File: config.mk
export PLATFORM = sky130hd
export DESIGN_NAME = ica_pe_sched
export DESIGN_NICKNAME = d
export VERILOG_FILES = /design/src/rtl/ica_pkg.sv /design/src/rtl/ica_res_fifo.sv /design/src/rtl/ica_pe_sched.sv
export SDC_FILE = /design/constraint.sdc
export NUM_CORES = 1
export LEC_CHECK = 0
export ABC_AREA = 1
export BUFFER_PORTS_ARGS = -buffer_cell sky130_fd_sc_hd__buf_2
export CAP_MARGIN = 20
export CORE_UTILIZATION = 35
export DETAILED_ROUTE_END_ITERATION = 8
export PLACE_DENSITY_LB_ADDON = 0.25
export SYNTH_ARGS = -nofsm -noshare
export SYNTH_HDL_FRONTEND = slang
export SYNTH_HIERARCHICAL = 1
export SYNTH_SLANG_ARGS = --single-unit
File: constraint.sdc
create_clock -name clk -period 4.5 [get_ports clk]
set_clock_uncertainty 0.2 [all_clocks]
set_input_delay 0.675 -clock clk [delete_from_list [all_inputs] [get_ports clk]]
set_output_delay 0.675 -clock clk [all_outputs]
set_load 0.05 [all_outputs]
File: src/rtl/ica_pkg.sv
// Shared widths, FSM state encoding and the result record for the ICA PE scheduler.
package ica_pkg;

  localparam int DW    = 16;  // operand width: weights, sample elements, PE a/b/c/x/y/z
  localparam int UW    = 32;  // PE result width
  localparam int NROWS = 3;   // rows of the unmixing matrix W

  typedef enum logic [0:0] {
    IDLE = 1'b0,
    RUN  = 1'b1
  } state_e;

  typedef struct packed {
    logic [UW-1:0] data;
    logic [1:0]    row;
  } result_t;

endpackage

File: src/rtl/ica_res_fifo.sv
// First-word-fall-through result FIFO. The head is presented combinationally
// and reads as zero whenever the FIFO is empty.
module ica_res_fifo
  import ica_pkg::*;
#(
  parameter  int DEPTH = 3,
  localparam int CW    = $clog2(DEPTH + 1)
) (
  input  logic          clk,
  input  logic          reset,
  input  logic          push,
  input  result_t       push_data,
  input  logic          pop,
  output result_t       head,
  output logic          empty,
  output logic [CW-1:0] count
);

  localparam int PW = (DEPTH > 1) ? $clog2(DEPTH) : 1;

  result_t        mem [DEPTH];
  logic [PW-1:0]  wr_ptr;
  logic [PW-1:0]  rd_ptr;
  logic           full;
  logic           do_push;
  logic           do_pop;

  function automatic logic [PW-1:0] next_ptr(input logic [PW-1:0] p);
    return (p == PW'(DEPTH - 1)) ? '0 : p + 1'b1;
  endfunction

  // Occupancy flags and the fall-through head.
  always_comb begin
    empty   = (count == '0);
    full    = (count == CW'(DEPTH));
    do_pop  = pop && !empty;
    do_push = push && (!full || do_pop);
    head    = empty ? '0 : mem[rd_ptr];
  end

  // Storage, pointers and occupancy count.
  always_ff @(posedge clk) begin
    if (reset) begin
      wr_ptr <= '0;
      rd_ptr <= '0;
      count  <= '0;
      for (int i = 0; i < DEPTH; i++) mem[i] <= '0;
    end else begin
      if (do_push) begin
        mem[wr_ptr] <= push_data;
        wr_ptr      <= next_ptr(wr_ptr);
      end
      if (do_pop) rd_ptr <= next_ptr(rd_ptr);
      case ({do_push, do_pop})
        2'b10:   count <= count + 1'b1;
        2'b01:   count <= count - 1'b1;
        default: count <= count;
      endcase
    end
  end

endmodule

File: src/rtl/ica_pe_sched.sv
// Sequences an external 3-tap MAC PE through the 3x3 unmixing matrix W for
// each sample vector, collecting the three row results in a small FIFO.
//
// Handshakes (valid/ready): a transfer happens on a rising edge where both
// valid and ready are high; the source keeps valid and data stable until then.
// s_ready and the PE issue decision depend only on registered state, never on
// m_ready, so downstream backpressure reaches upstream one cycle late at most.
module ica_pe_sched
  import ica_pkg::*;
#(
  parameter int OUT_DEPTH = 3
) (
  input  logic          clk,
  input  logic          reset,
  input  logic          w_we,
  input  logic [3:0]    w_addr,
  input  logic [DW-1:0] w_data,
  output logic          w_ready,
  input  logic          s_valid,
  output logic          s_ready,
  input  logic [DW-1:0] s_x,
  input  logic [DW-1:0] s_y,
  input  logic [DW-1:0] s_z,
  output logic [DW-1:0] pe_a,
  output logic [DW-1:0] pe_b,
  output logic [DW-1:0] pe_c,
  output logic [DW-1:0] pe_x,
  output logic [DW-1:0] pe_y,
  output logic [DW-1:0] pe_z,
  input  logic [UW-1:0] pe_u,
  output logic          m_valid,
  input  logic          m_ready,
  output logic [UW-1:0] m_data,
  output logic [1:0]    m_row,
  output logic          m_last,
  output logic          busy,
  output state_e        dbg_state
);

  localparam int            CW      = $clog2(OUT_DEPTH + 1);
  localparam logic [CW:0]   DEPTH_V = (CW + 1)'(OUT_DEPTH);
  localparam logic [1:0]    LAST_ROW = 2'(NROWS - 1);

  state_e         state;
  logic [DW-1:0]  w_mem [NROWS*NROWS];
  logic [DW-1:0]  sx, sy, sz;
  logic [1:0]     row;
  logic [1:0]     p_row;
  logic           p_vld;
  logic           issue;
  logic [3:0]     base;
  logic [CW-1:0]  fifo_count;
  logic           fifo_empty;
  result_t        head;
  result_t        push_data;

  // Issue only when the FIFO can absorb this row plus the one already in the PE.
  always_comb begin
    issue = (state == RUN) &&
            (({1'b0, fifo_count} + {{CW{1'b0}}, p_vld}) < DEPTH_V);
    base  = {row, 2'b00} - {2'b00, row};  // row*3
    pe_a  = issue ? w_mem[base]        : '0;
    pe_b  = issue ? w_mem[base + 4'd1] : '0;
    pe_c  = issue ? w_mem[base + 4'd2] : '0;
    pe_x  = issue ? sx : '0;
    pe_y  = issue ? sy : '0;
    pe_z  = issue ? sz : '0;
  end

  // Status and handshake outputs.
  always_comb begin
    s_ready   = (state == IDLE) || (issue && (row == LAST_ROW));
    w_ready   = (state == IDLE) && !p_vld;
    busy      = (state == RUN) || p_vld || !fifo_empty;
    m_valid   = !fifo_empty;
    m_data    = head.data;
    m_row     = head.row;
    m_last    = !fifo_empty && (head.row == LAST_ROW);
    push_data = '{data: pe_u, row: p_row};
    dbg_state = state;
  end

  // Weight store, sample latch, row sequencing and the PE-in-flight marker.
  always_ff @(posedge clk) begin
    if (reset) begin
      state <= IDLE;
      sx    <= '0;
      sy    <= '0;
      sz    <= '0;
      row   <= '0;
      p_row <= '0;
      p_vld <= 1'b0;
      for (int i = 0; i < NROWS*NROWS; i++) w_mem[i] <= '0;
    end else begin
      if (w_we && w_ready && (w_addr < 4'd9)) w_mem[w_addr] <= w_data;
      p_vld <= issue;
      if (issue) p_row <= row;
      case (state)
        IDLE: begin
          if (s_valid) begin
            sx    <= s_x;
            sy    <= s_y;
            sz    <= s_z;
            row   <= '0;
            state <= RUN;
          end
        end
        RUN: begin
          if (issue) begin
            if (row != LAST_ROW) begin
              row <= row + 1'b1;
            end else if (s_valid) begin
              sx  <= s_x;
              sy  <= s_y;
              sz  <= s_z;
              row <= '0;
            end else begin
              state <= IDLE;
            end
          end
        end
        default: state <= IDLE;
      endcase
    end
  end

  ica_res_fifo #(.DEPTH(OUT_DEPTH)) u_fifo (
    .clk       (clk),
    .reset     (reset),
    .push      (p_vld),
    .push_data (push_data),
    .pop       (m_valid && m_ready),
    .head      (head),
    .empty     (fifo_empty),
    .count     (fifo_count)
  );

endmodule

# [Word level (Yosys, flattened, before mapping)]
# Memories as Yosys holds them, arrays and structs flattened. A register that Yosys moved wholly into a read port is not among the register bits.
# Index checks and enable logic that the tools add are counted.
[totals] elab_cells=101 out_inout_bits=136 rom_bits=0 latch_bits=0 in_bits=105 ramBits=246 n_memories=2 regBits=60
[op_classes] shift=0 mul=0 n_reduce_logical=21 bitwise_logic=1 n_eq_ne=10 div_mod_pow=0 n_mux=46 order_cmp=2 n_addsub=9
[memory_table] name="w_mem" depth=9 width=16 read_ports=3 rd_clocked_by_memory_dff=0 wr=9 line_no="ica_pe_sched.sv:45" text="logic [DW-1:0] w_mem [NROWS*NROWS];"
[memory_table] name="u_fifo.mem" depth=3 width=34 read_ports=1 rd_clocked_by_memory_dff=1 wr=3 line_no="ica_res_fifo.sv:21" text="result_t mem [DEPTH];"
[ops] cell="16-bit 2-to-1 mux" count=16
[ops] cell="16-bit case mux with 2 select lines" count=3
[ops] cell="34-bit 2-to-1 mux" count=2
[ops] cell="34-bit OR reduction" count=1
[ops] cell="2-bit 2-to-1 mux" count=8
[ops] cell="16-bit OR reduction" count=1
[ops] cell="1-bit 2-to-1 mux" count=13
[ops] cell="2-bit == test (second input constant)" count=6
[ops] cell="1-bit logical AND" count=9
[ops] cell="2-bit by 1-bit adder with 2-bit output (second input constant)" count=4
[ops] cell="2-bit case mux with 2 select lines" count=2
[ops] cell="4-bit by 1-bit adder with 4-bit output (second input constant)" count=1
[ops] cell="4-bit by 2-bit adder with 4-bit output (second input constant)" count=1
[ops] cell="1-bit logical OR" count=4
[ops] cell="4-bit less-than comparator (second input constant)" count=1
[ops] cell="4-bit 2-to-1 mux" count=1
[ops] cell="2-bit != test (second input constant)" count=2
[ops] cell="4-bit by 2-bit subtractor with 4-bit output" count=1
[ops] cell="2-bit by 1-bit adder with 3-bit output" count=1
[ops] cell="1-bit zero test" count=3
[ops] cell="3-bit by 2-bit less-than comparator with 1-bit output (second input constant)" count=1
[ops] cell="2-bit by 1-bit == test with 1-bit output (second input constant)" count=1
[ops] cell="2-bit zero test" count=1
[ops] cell="2-bit by 1-bit != test with 1-bit output (second input constant)" count=1
[ops] cell="5 further kinds" count=5

# [Depth between registers and ports, before layout]
[depth] ltp_word=11 mapped_depth=11 depth_no_buf=9

# [Cells and area by module]
# The synthesis kept the hierarchy.
[by_module_without_submodules] mod="ica_pe_sched" cells_each=2021 area_per_inst_um2=16344.4 n_inst=1 seq_area_each_um2=8768.4
[by_module_without_submodules] mod="ica_res_fifo" cells_each=598 area_per_inst_um2=6321.1 n_inst=1 seq_area_each_um2=4244.1

# [Worst setup path before layout]
# No wires, ideal clock.
[synth_path] path_kind="register to register" startpoint="register u_fifo.count[0]" endpoint="memory u_fifo/mem[3][0] (netlist name), enable pin" n_path_buf=1 stages_incl_launch_ff=8 required_ns=3.832 synth_period_minus_slack_ns=4.088 arrival_ns=3.421 path_slack_ns=0.412 setup_ns=0.468 cell_sequence="dfxtp_1 > nor2_2 > buf_2 > nor2_1 > inv_1 > nand3_2 > nand2_4 > nor3_1"
[synth_rtl] element="start: declaration" line_no="ica_res_fifo.sv:16" text="output logic [CW-1:0] count"
[synth_rtl] element="start signal: assignment" line_no="ica_res_fifo.sv:55" text="2'b10: count <= count + 1'b1;"
[synth_rtl] element="start signal: assignment" line_no="ica_res_fifo.sv:56" text="2'b01: count <= count - 1'b1;"
[synth_rtl] element="start signal: assignment" line_no="ica_res_fifo.sv:57" text="default: count <= count;"
[synth_rtl] element="end: declaration" line_no="ica_res_fifo.sv:21"

# [Worst setup path after layout]
[layout_path] startpoint="register u_fifo.count[0]" endpoint="output port pe_b[7]"
[layout_between] elab_chain_len=4
[layout_lines] element="2-bit by 1-bit adder with 3-bit output" line_no="ica_pe_sched.sv:60" text="(({1'b0, fifo_count} + {{CW{1'b0}}, p_vld}) < DEPTH_V);"
[layout_lines] element="3-bit by 2-bit less-than comparator with 1-bit output" line_no="ica_pe_sched.sv:60"
[layout_lines] element="1-bit logical AND" line_no="ica_pe_sched.sv:59" text="issue = (state == RUN) &&"
[layout_lines] element="16-bit 2-to-1 mux" line_no="ica_pe_sched.sv:63" text="pe_b = issue ? w_mem[base + 4'd1] : '0;"
[layout_lines] element="end: declaration" line_no="ica_pe_sched.sv:25" text="output logic [DW-1:0] pe_b,"
# Every way passes these cells.

==> reports/summary.txt <==
status - finished clean
Layout Nets - 3,011
DR vias/cell - 5.11
Hold Crit Depth - 1
Clock transition at path regs - 0.06 ns
chip width - 256 um
Antenna Violating Nets Remaining - 0
fin crit period - 4.16 ns
Mapped Cells - 2,619
largest family of logic cells by synthesized area - simple AND/OR/NAND/NOR gates
Slowest-stage cell, CP - dfxtp_1
worst r2r src - u_fifo/count[0]$_SDFFE_PP0P_
chip height - 256 um
unique cell type count in the Yosys netlist - 35
FF-to-FF path depth - 10
Min-Delay Endpoint - u_fifo/mem[3][29]$_DFFE_PP_
measured slew at the worst slew-check pin - 1.00 ns
Synth Area in XOR/XNOR - 0.110%
Congestion Overflow GR - 0
largest cells by area after synthesis - edfxtp_1 (52%), nor2_1 (11%), nand3_1 (8.9%), nand2_1 (8.0%), dfxtp_1 (5.5%)
filler cell count - 6,412
global-route wire length before repair - 106 mm
period utilization - 92.4%
initial antenna violation count - 1
fin. max-slew vios - 0
Post-Syn Area per Cell - 8.65 um2
most frequent cells in the layout - nor2_1 (664), nand2_1 (480), nand3_1 (404)
sequential element share of the synthesized area - 57.4%
Post-CTS Setup Bufs - 0
Hold WC Path Type - in -> reg
Worst Hold Launch - pe_u[27]
CTS tree - yes
DRT iter0 DRCs - 1,739
largest net degree at the start of global routing - 195
CTS H-tree lvls - 2
metal1 wirelength - 29.3 mm
top sig layer - met5
Synth Area in Simple Gates - 29.7%
top cell type's share of synthesized area - 51.9%
critical path class - reg -> out
power density over cell area - 402 nW/um2
DIE AREA - 65,800 um2
layout cells sized above 1 - 14.1%
core footprint - 63,500 um2
num rows - 92
Post-route DRC - 0
starting density of the core - 35.7%
total power - 10.7 mW
Antenna diodes - 0
Hold Violations, Final - 0
Initial DRT Pass Iterations - 6
compound-gate portion of the synthesized area - 6.08%
Met3 Wirelength - 5.09 mm
P_leak - 11.1 nW
Worst setup EP type - output pin
IO buf count - 240
most used cell, CP - ha_1
delay-heaviest family, CP - buffers and inverters
routability cong. - 0.822
Worst Path Max Fanout - 21
clk_lat worst skew - 0.62 ns
commonest non-fill, non-tap cell in the layout - nor2_1
Cell Chain, Critical Path - ha_1 -> ha_1 -> a21oi_1 -> nand2_2 -> inv_2 -> buf_4 -> nand2_1 -> nor2_1 -> buf_2
Highest Clock Rate - 0.241 GHz
Yosys top cell by area - edfxtp_1
Max Cap Violations - 0
mux contribution to synthesized area - 0%
startpoint type of the worst setup path - flip-flop
Wirelength per Cell - 18.2 um
vias in the first global route - 18,485
Post-synth ARST share - 0%
Setup-failing EPs final - 0
Top FF cell, synth - edfxtp_1
Ports - 241
YS warnings - 6
met2 wire len - 32.5 mm
Worst Path Buf+Inv - 3
CTS Buf Count - 52
final WL - 68.9 mm
Post-synth EDFFs - 392
Synth Cell Area - 22,700 um2
CTS sink cnt - 454
Area Overhead vs Synth - 17.2%
Rel. slew slack - 33.0%
Slowest Stage Delay on Critical Path - 0.49 ns
Crit path depth - 9
Seq cells post-synth - 454
clk buf depth - 3
reg2reg setup slack - 1.62 ns
CP arrival - 3.28 ns
setup_tns - 0 ns
peak supply drop - 264 uV
Synth Area in Adders - 0.331%
Detailed Place HPWL - 41.6 mm
Root Buffer - clkbuf_16
WP data required - 3.62 ns
Util after Layout - 41.8%
RSZ-0062 raised after global routing - false
Vias - 19,334
All-Layer GR Usage - 20.5%
R2R Path End - sy[4]$_SDFFE_PP0P_
==> sequential cells by signal, indices dropped and copies added (netlist names), named ones only <==
signal / cells
p_row: 2
sz: 16
u_fifo/wr_ptr: 2
sx: 16
u_fifo/mem: 136
u_fifo/count: 2
u_fifo/rd_ptr: 2
sy: 16
row: 2
w_mem: 256
dbg_state: 1
p_vld: 1
==> layout make-up <==
class | count | area [um2] | share of cell area (%)
clock buffers | 65 | 1350 | 5.08
flip-flops and latches | 454 | 13000 | 49.0
repair buffers | 292 | 1750 | 6.60
inverters | 126 | 485 | 1.83
clock inverters | 25 | 244 | 0.919
well taps | 846 | 1060 | 3.99
multi-input cells | 1974 | 8650 | 32.6
==> synthesized netlist by cell type (9+ instances only) <==
cell and count:
a21oi_1 88, buf_1 13, buf_2 51, buf_4 9, buf_6 27, clkbuf_1 74
clkinv_1 18, dfxtp_1 62, edfxtp_1 392, inv_1 101, nand2_1 481, nand3_1 404
nand3_4 10, nor2_1 664, nor2_2 24, o211ai_1 16, o21ai_0 121, o21ai_1 19
o22ai_1 17
==> what timing repair did <==
item | CTS | global route
hold buffers | 2 | 0
endpoints found under the hold margin | 2 | 0
endpoints found under the setup margin | 0 | 1
gates resized for setup | 0 | 1
==> per-stage QoR <==
stage / hold slack [ns] / cell area, um2 / worst slack, ns / std cells
CTS: 0.0000274 / 26600 / 0.202 / 3782
global placement: 0.248 / 24900 / 0.904 / 3690
global route: 0.0160 / 26600 / 0.201 / 3782
detailed placement: 0.253 / 24900 / 0.873 / 3690
floorplan: 0.225 / 23100 / 0.412 / 2730
finish: 0.0477 / 26600 / 0.344 / 3782
==> worst max-delay path by stage <==
stage,startpoint,to,slack [ns]
CTS,row[1]$_SDFFE_PP0P_,pe_a[6],0.20
finish,u_fifo/count[0]$_SDFFE_PP0P_,pe_b[7],0.34
global route,row[1]$_SDFFE_PP0P_,pe_b[2],0.20
global placement,row[1]$_SDFFE_PP0P_,pe_a[6],0.90
detailed placement,row[1]$_SDFFE_PP0P_,pe_a[6],0.87
floorplan,u_fifo/count[0]$_SDFFE_PP0P_,u_fifo/mem[3][0]$_DFFE_PP_,0.41
==> cells by family (layout without fill, tap and decap cells) <==
kind of cell / after synthesis / in the layout
buffers and inverters: 302 / 508
flip-flops: 454 / 454
adder cells (fa/ha/maj): 6 / 6
XOR/XNOR: 2 / 2
AND/OR/NAND/NOR: 1592 / 1592
AO/OA/AOI/OAI: 262 / 262
other: 1 / 112
==> power breakdown <==
part / switching, mW / total, mW / internal (mW)
registers: 0.0867 / 4.87 / 4.78
logic: 1.30 / 1.76 / 0.463
clock network: 1.75 / 4.05 / 2.30
total: 3.14 / 10.7 / 7.54
==> routing by layer <==
| metal | track usage (%) | up-vias |
|---|---|---|
| li1 | - | 9199 |
| met1 | 27.4 | 9258 |
| met2 | 33.6 | 742 |
| met3 | 3.43 | 133 |
| met4 | 7.28 | 2 |
| met5 | 0 | - |
(Power assumes the default switching activity.)
